--- src/rtl/wb_addr_arbiter_if.sv ---
// wb_addr_arbiter_if: requester/downstream bundle of the write-back address arbiter.
// master is the arbiter side; slave is the requester/register-file side.
interface wb_addr_arbiter_if #(parameter int AW = 5);
    logic [3:0]    req;
    logic [AW-1:0] addr0;
    logic [AW-1:0] addr1;
    logic [AW-1:0] addr2;
    logic [AW-1:0] addr3;
    logic          wr_ready;
    logic [3:0]    gnt;
    logic [1:0]    sel;
    logic          wr_valid;
    logic [AW-1:0] wr_addr;
    logic          busy;
    modport master (
        input  req, addr0, addr1, addr2, addr3, wr_ready,
        output gnt, sel, wr_valid, wr_addr, busy
    );
    modport slave (
        output req, addr0, addr1, addr2, addr3, wr_ready,
        input  gnt, sel, wr_valid, wr_addr, busy
    );
endinterface

--- src/rtl/wb_addr_arbiter.sv ---
// wb_addr_arbiter: round-robin owner of the shared 4:1 write-back address mux.
// An owner keeps the path for at most MAX_HOLD transfers before rotation.
module wb_addr_arbiter #(
    parameter int AW       = 5,
    parameter int MAX_HOLD = 4
) (
    input logic               clk,
    input logic               rst,
    wb_addr_arbiter_if.master bus
);
    localparam logic       IDLE  = 1'b0;
    localparam logic       GRANT = 1'b1;
    localparam logic [2:0] LAST  = 3'(MAX_HOLD - 1);

    logic       state_q, state_d;
    logic [1:0] sel_q, sel_d;
    logic [1:0] ptr_q, ptr_d;
    logic [2:0] cnt_q, cnt_d;
    logic [3:0] gnt_q, gnt_d;
    logic       xfer, rel, found;
    logic [1:0] start, win;
    logic [3:0] vec;

    function automatic logic [2:0] pick(input logic [3:0] v, input logic [1:0] s);
        logic [2:0] r;
        logic [1:0] j;
        r = 3'b000;
        for (int k = 3; k >= 0; k--) begin
            j = s + 2'(k);
            if (v[j]) r = {1'b1, j};
        end
        return r;
    endfunction

    assign bus.gnt      = gnt_q;
    assign bus.sel      = sel_q;
    assign bus.busy     = state_q == GRANT;
    assign bus.wr_valid = bus.busy & bus.req[sel_q];
    assign bus.wr_addr  = sel_q == 2'd0 ? bus.addr0 :
                          sel_q == 2'd1 ? bus.addr1 :
                          sel_q == 2'd2 ? bus.addr2 : bus.addr3;

    always_comb begin
        xfer         = bus.wr_valid & bus.wr_ready;
        rel          = state_q == GRANT && (!bus.req[sel_q] || (xfer && cnt_q == LAST));
        start        = rel ? sel_q + 2'd1 : ptr_q;
        // On release the outgoing owner cannot win straight back.
        vec          = rel ? bus.req & ~(4'b0001 << sel_q) : bus.req;
        {found, win} = pick(vec, start);
        state_d      = state_q;
        sel_d        = sel_q;
        ptr_d        = rel ? start : ptr_q;
        cnt_d        = cnt_q;
        gnt_d        = gnt_q;
        if (state_q == IDLE || rel) begin
            state_d = found ? GRANT : IDLE;
            sel_d   = found ? win : sel_q;
            gnt_d   = found ? 4'b0001 << win : 4'b0000;
            cnt_d   = 3'd0;
        end else if (xfer) begin
            cnt_d = cnt_q + 3'd1;
        end
    end

    always_ff @(posedge clk or posedge rst) begin
        if (rst) begin
            state_q <= IDLE;
            sel_q   <= 2'd0;
            ptr_q   <= 2'd0;
            cnt_q   <= 3'd0;
            gnt_q   <= 4'b0000;
        end else begin
            state_q <= state_d;
            sel_q   <= sel_d;
            ptr_q   <= ptr_d;
            cnt_q   <= cnt_d;
            gnt_q   <= gnt_d;
        end
    end
endmodule

--- src/flat_wrapper.sv ---
// flat-port wrapper written by rule: the top's interface ports become plain ports
module wb_addr_arbiter_flat 
#(
    parameter int AW       = 5,
    parameter int MAX_HOLD = 4
)
  (clk, rst, bus_req, bus_addr0, bus_addr1, bus_addr2, bus_addr3, bus_wr_ready, bus_gnt, bus_sel, bus_wr_valid, bus_wr_addr, bus_busy);
  wb_addr_arbiter_if #(.AW(AW)) bus_i ();
  input logic clk;
  input logic rst;
  input wire logic [$bits(bus_i.req)-1:0] bus_req;
  input wire logic [$bits(bus_i.addr0)-1:0] bus_addr0;
  input wire logic [$bits(bus_i.addr1)-1:0] bus_addr1;
  input wire logic [$bits(bus_i.addr2)-1:0] bus_addr2;
  input wire logic [$bits(bus_i.addr3)-1:0] bus_addr3;
  input wire logic [$bits(bus_i.wr_ready)-1:0] bus_wr_ready;
  output wire logic [$bits(bus_i.gnt)-1:0] bus_gnt;
  output wire logic [$bits(bus_i.sel)-1:0] bus_sel;
  output wire logic [$bits(bus_i.wr_valid)-1:0] bus_wr_valid;
  output wire logic [$bits(bus_i.wr_addr)-1:0] bus_wr_addr;
  output wire logic [$bits(bus_i.busy)-1:0] bus_busy;
  assign bus_i.req = bus_req;
  assign bus_i.addr0 = bus_addr0;
  assign bus_i.addr1 = bus_addr1;
  assign bus_i.addr2 = bus_addr2;
  assign bus_i.addr3 = bus_addr3;
  assign bus_i.wr_ready = bus_wr_ready;
  assign bus_gnt = bus_i.gnt;
  assign bus_sel = bus_i.sel;
  assign bus_wr_valid = bus_i.wr_valid;
  assign bus_wr_addr = bus_i.wr_addr;
  assign bus_busy = bus_i.busy;
  wb_addr_arbiter #(.AW(AW), .MAX_HOLD(MAX_HOLD)) u_core (.clk(clk), .rst(rst), .bus(bus_i));
endmodule
--- config.mk ---
export PLATFORM = sky130hd
export DESIGN_NAME = wb_addr_arbiter_flat
export DESIGN_NICKNAME = d
export VERILOG_FILES = /design/src/rtl/wb_addr_arbiter_if.sv /design/src/rtl/wb_addr_arbiter.sv /design/src/flat_wrapper.sv
export SDC_FILE = /design/constraint.sdc
export NUM_CORES = 1
export LEC_CHECK = 0
export ABC_AREA = 1
export CORE_MARGIN = 2
export CORE_UTILIZATION = 49
export DETAILED_ROUTE_END_ITERATION = 6
export PLACE_DENSITY_LB_ADDON = 0.25
export SLEW_MARGIN = 20
export SYNTH_ARGS = -nofsm -noshare
export SYNTH_HDL_FRONTEND = slang
export SYNTH_SLANG_ARGS = --single-unit
--- constraint.sdc ---
create_clock -name clk -period 5.8 [get_ports clk]
set_input_delay 0.87 -clock clk [delete_from_list [all_inputs] [get_ports clk]]
set_output_delay 0.87 -clock clk [all_outputs]
set_load 0.02 [all_outputs]
## Word level (Yosys, flattened, before mapping)

Cells that the tools add are included.

| storage, ports and cells | value |
|---|---|
| bits in registers | 12 |
| input bits | 27 |
| output and inout port bits | 13 |
| logic and storage cells | 56 |

| cells by class | value |
|---|---|
| $add $sub $neg | 5 |
| $lt $le $gt $ge | 5 |
| eq/ne operators | 3 |
| shift operators | 2 |
| muxes and demuxes | 23 |
| bitwise operators | 5 |
| reductions and logical operators | 8 |

Operator list:

| operator | number |
|---|---|
| $mux 3 | 6 |
| $lt 2x3->1 const B | 5 |
| $mux 5 | 3 |
| $bmux 1 s2 | 5 |
| $mux 4 | 2 |
| $shl 1x2->4 const A | 2 |
| $mux 1 | 6 |
| $add 2x1->2 const B | 2 |
| $add 2x2->2 const B | 2 |
| $and 4x4->4 | 1 |
| $not 4->4 | 1 |
| $add 3x1->3 const B | 1 |
| $eq 3x2->1 const B | 1 |
| $and 1x1->1 | 2 |
| $eq 2x1->1 const B | 1 |
| $eq 2x2->1 const B | 1 |
| $logic_and 1x1->1 | 2 |
| $logic_not 2->1 | 1 |
| $logic_or 1x1->1 | 2 |
| $mux 2 | 1 |
| $reduce_and 2->1 | 1 |
| $reduce_bool 2->1 | 1 |
| $logic_not 1->1 | 1 |
| $not 1->1 | 1 |

## Logic depth before layout (Yosys ltp)

| logic depth | value |
|---|---|
| depth after elaboration | 17 |
| depth in mapped cells | 20 |
| gate-level depth less buffers | 20 |

## Worst setup path after synthesis

OpenSTA, ideal clock, no wires.

| timing path | value |
|---|---|
| path kind | reg-to-output |
| start point | reg u_core.sel_q[0], in the netlist u_core.bus.sel[0] |
| end point | out bus_wr_addr[0] |
| arrival time | 1810 ps |
| required time | 4930 ps |
| setup slack | 3120 ps |
| stages on the path, launching flop included | 7 |
| path buffers | 1 |
| path through | dfrtp_1 -> inv_2 -> ha_1 -> clkbuf_1 -> mux2i_1 -> or2_2 -> a21oi_1 |

| between the ends | value |
|---|---|
| word-level cells in the longest chain between the ends | 4 |
| elaborated cells between the ends (all ways) | 6 |
| those cells by class | eq/ne: 2; mux: 3; reduce/logical: 1 |

Ends and longest elaborated chain:

| item | RTL line | text |
|---|---|---|
| start: declaration | wb_addr_arbiter.sv:16 | `logic [1:0] sel_q, sel_d;` |
| start signal: assignment | wb_addr_arbiter.sv:74 | `sel_q <= sel_d;` |
| $eq 2x2->1 | wb_addr_arbiter.sv:41 | `sel_q == 2'd2 ? bus.addr2 : bus.addr3;` |
| $mux 5 | wb_addr_arbiter.sv:41 |  |
| $mux 5 | wb_addr_arbiter.sv:40 | `sel_q == 2'd1 ? bus.addr1 :` |
| $mux 5 (*) | wb_addr_arbiter.sv:39 | `assign bus.wr_addr = sel_q == 2'd0 ? bus.addr0 :` |
| end: declaration | flat_wrapper.sv:20 | `output wire logic [$bits(bus_i.wr_addr)-1:0] bus_wr_addr;` |

Every way passes the cells marked *; elsewhere a longest branch is shown, timed or not.

## Worst setup path in the final report

| timing path | value |
|---|---|
| start point | reg u_core.sel_q[0], in the netlist u_core.bus.sel[0] |
| end point | out bus_wr_addr[3] |

The elaborated chain is that of the path after synthesis.

==> impl_metrics.tcl <==
set metrics [dict create \
    antenna_left 0 \
    ys.warnings.count 0 \
    fin_setup_tns_ns 0 \
    synth-compound-area-share_pct 10.5 \
    timing.fmax_mhz 296 \
    drt_pass1_iterations 4 \
    hold_depth 2 \
    crit_fanout 8 \
    cts_tree "yes" \
    viasPerCell 5.12 \
    final_hold_viol_count 0 \
    nets 252 \
    std_cell_rows 17 \
    hpwl_mm 2.40 \
    dieArea_um2 2780 \
    nFillCells 184 \
    end_kind "primary output" \
    syn2layout_area_growth_pct 38.6 \
    min_to "u_core.bus.gnt[3]" \
    maxCapViolCount 0 \
    clk_pin_slew_ns 0.08 \
    synth_top_family_by_area "simple AND/OR/NAND/NOR gates" \
    period_minus_slack_ns 3.37 \
    dominantRegCellSynth "dfrtp_1" \
    gp_congestion 0.775 \
    critPathArrivalTime_ns 2.50 \
    num_antenna_cells 0 \
    drive_above_1_share_pct 15.1 \
    rr_endpoint "u_core.bus.gnt[1]" \
    synth_nets 211 \
    tightest_slew_ns 0.542 \
    cts_buffers 3 \
    max_slew_margin_pct 63.8 \
    grt_pass1_vias 1157 \
    status "finished clean" \
    wl_mm 2.97 \
    hp-start "u_core.bus.gnt[3]" \
    rsz0062_at_grt "false" \
    drv_slew 0 \
    drc_errors 0 \
    yosys.cell_types.count 25 \
    h-tree-depth 1 \
    io_pins 40 \
    min_period_over_period_pct 58.2 \
    clk_path_buf_depth 2 \
    post_cts_resize_count 0 \
    cts_setup_buffers 0 \
    drt_iter0_markers 29 \
    ys_async_sr_fraction_pct 100 \
    grt_pass1_wl_mm 5.04 \
    post_drt_wl_per_cell_um 12.1 \
    regToRegSetupSlack_ns 3.10 \
    vias 1260 \
    synth_area_um2 1160 \
    skew_ns 0.00302 \
    synth_seq_cells 12 \
    hold_buffers 0 \
    clock_tree.root_cell "clkbuf_4" \
    synth_mux_area_share_pct 4.30 \
    grt.total_usage_pct 24.3 \
    yosysTopAreaCell "dfrtp_1" \
    cp_data_required_time_ns 4.93 \
    yosys.area_share.adder_pct 6.45 \
    synth-xor-area-share_pct 0 \
    setup_violations 0 \
    netlist_top_cells_area "dfrtp_1 (26%), nand2_1 (21%), ha_1 (6.5%)" \
    core_area_um2 2230 \
    syn_inst 178 \
    criticalPathCategory "register to primary output" \
    seq_area_frac_synth_pct 25.8 \
    insertion_delay_ns 0.28 \
    r2r-start "u_core.bus.busy" \
    syn_avg_cell_area_um2 6.54 \
    antenna_found_initial 0 \
    port_buffers 39 \
    hold_class "register to register" \
    initial_core_util_pct 52.1 \
    synth_top_area_share_pct 25.8 \
    synth-simple-area-share_pct 44.7 \
    die-height_um 52.7 \
    grt_max_degree 13 \
    clkSinkCount 12 \
    grt-ovfl-total 0 \
    synth-edff-count 0 \
    reg2regPathDepth 13 \
    startpoint_type "register" \
    die_width_um 52.7 \
]
-- cells in the final DEF (no fill, tap or decap) --
| master | netlist | final |
|---|---|---|
| nand2_2 | 11 | 11 |
| clkbuf_4 | 0 | 3 |
| nor2_2 | 1 | 1 |
| o31ai_4 | 1 | 1 |
| a21oi_2 | 1 | 1 |
| o21a_1 | 1 | 1 |
| clkbuf_8 | 0 | 1 |
| a21oi_1 | 9 | 9 |
| inv_1 | 17 | 17 |
| clkdlybuf4s50_1 | 0 | 39 |
| nand2_1 | 64 | 64 |
| nand3_1 | 14 | 14 |
| o21ai_1 | 2 | 2 |
| o211ai_1 | 1 | 1 |
| nand3b_1 | 1 | 1 |
| mux2i_1 | 5 | 5 |
| dfrtp_1 | 12 | 12 |
| or2_2 | 4 | 4 |
| a21boi_0 | 1 | 1 |
| nand2_4 | 3 | 3 |
| nor2_4 | 1 | 1 |
| nand3_2 | 2 | 2 |
| ha_1 | 6 | 6 |
| nor2_1 | 10 | 10 |
| o21ai_0 | 3 | 3 |
| inv_2 | 5 | 5 |
-- worst max path at each step --
stage                                  from              to  cells after the start
after floorplan           u_core.bus.sel[0]  bus_wr_addr[0]                      6
after global placement           bus_req[0]    bus_wr_valid                      8
after detailed placement         bus_req[0]    bus_wr_valid                      8
after CTS                 u_core.bus.sel[0]  bus_wr_addr[2]                      6
after global routing      u_core.bus.sel[0]  bus_wr_addr[3]                      6
final                     u_core.bus.sel[0]  bus_wr_addr[3]                      6
-- critical path, stage by stage (launching register included) --
cell	delay (ns)
dfrtp_1	0.55
inv_2	0.12
ha_1	0.35
mux2i_1	0.16
or2_2	0.28
a21oi_1	0.14
clkdlybuf4s50_1	0.63
-- layer usage --
layer	share of wire, %	track usage (%)	up-vias
li1	-	-	637
met1	42	30.2	581
met2	52	43.3	40
met3	5.0	3.43	2
met4	0.91	6.84	0
met5	0	0	-
-- final cells by class --
class	instances	area, um^2	share of cell area (%)
flip-flops and latches	12	300	18.6
repair buffers	39	390	24.2
multi-input cells	141	768	47.6
well taps	28	35.0	2.17
inverters	22	82.6	5.12
clock buffers	4	36.3	2.25
-- synthesized netlist by cell type, types with 2 or more instances --
| library cell | instances |
|---|---|
| inv_1 | 17 |
| nor2_1 | 10 |
| o21ai_0 | 3 |
| inv_2 | 5 |
| nand2_1 | 64 |
| nand2_4 | 3 |
| nand2_2 | 11 |
| mux2i_1 | 5 |
| ha_1 | 6 |
| o21ai_1 | 2 |
| a21oi_1 | 9 |
| nand3_2 | 2 |
| nand3_1 | 14 |
| dfrtp_1 | 12 |
| or2_2 | 4 |
| clkbuf_1 | 2 |
-- registers in the layout (all words and copies together) (netlist names) --
| register | flops |
|---|---|
| u_core.bus.busy | 1 |
| u_core.bus.gnt | 4 |
| u_core.ptr_q | 2 |
| u_core.bus.sel | 2 |
| u_core.cnt_q | 3 |
-- stage by stage --
stage	hold WS [ns]	util (%)	instances	instance area (um^2)	worst slack, ns
after floorplan	0.453	-	178	1160	3.12
after global placement	0.465	70.6	242	1580	2.51
after detailed placement	0.479	70.6	242	1580	2.48
after CTS	0.500	72.2	246	1610	2.45
after global routing	0.525	72.2	246	1610	2.31
final	0.500	72.2	246	1610	2.43
-- logic make-up after synthesis --
family | after synthesis
DFF | 12
buffers and inverters | 25
adders and majority gates | 6
and+or+nand+nor | 111
muxes | 5
AOI/OAI and AO/OA | 19
Power is left out: the tool's default activity adds up to more than one toggle a clock period on the data nets, which glitch-free logic cannot reach.
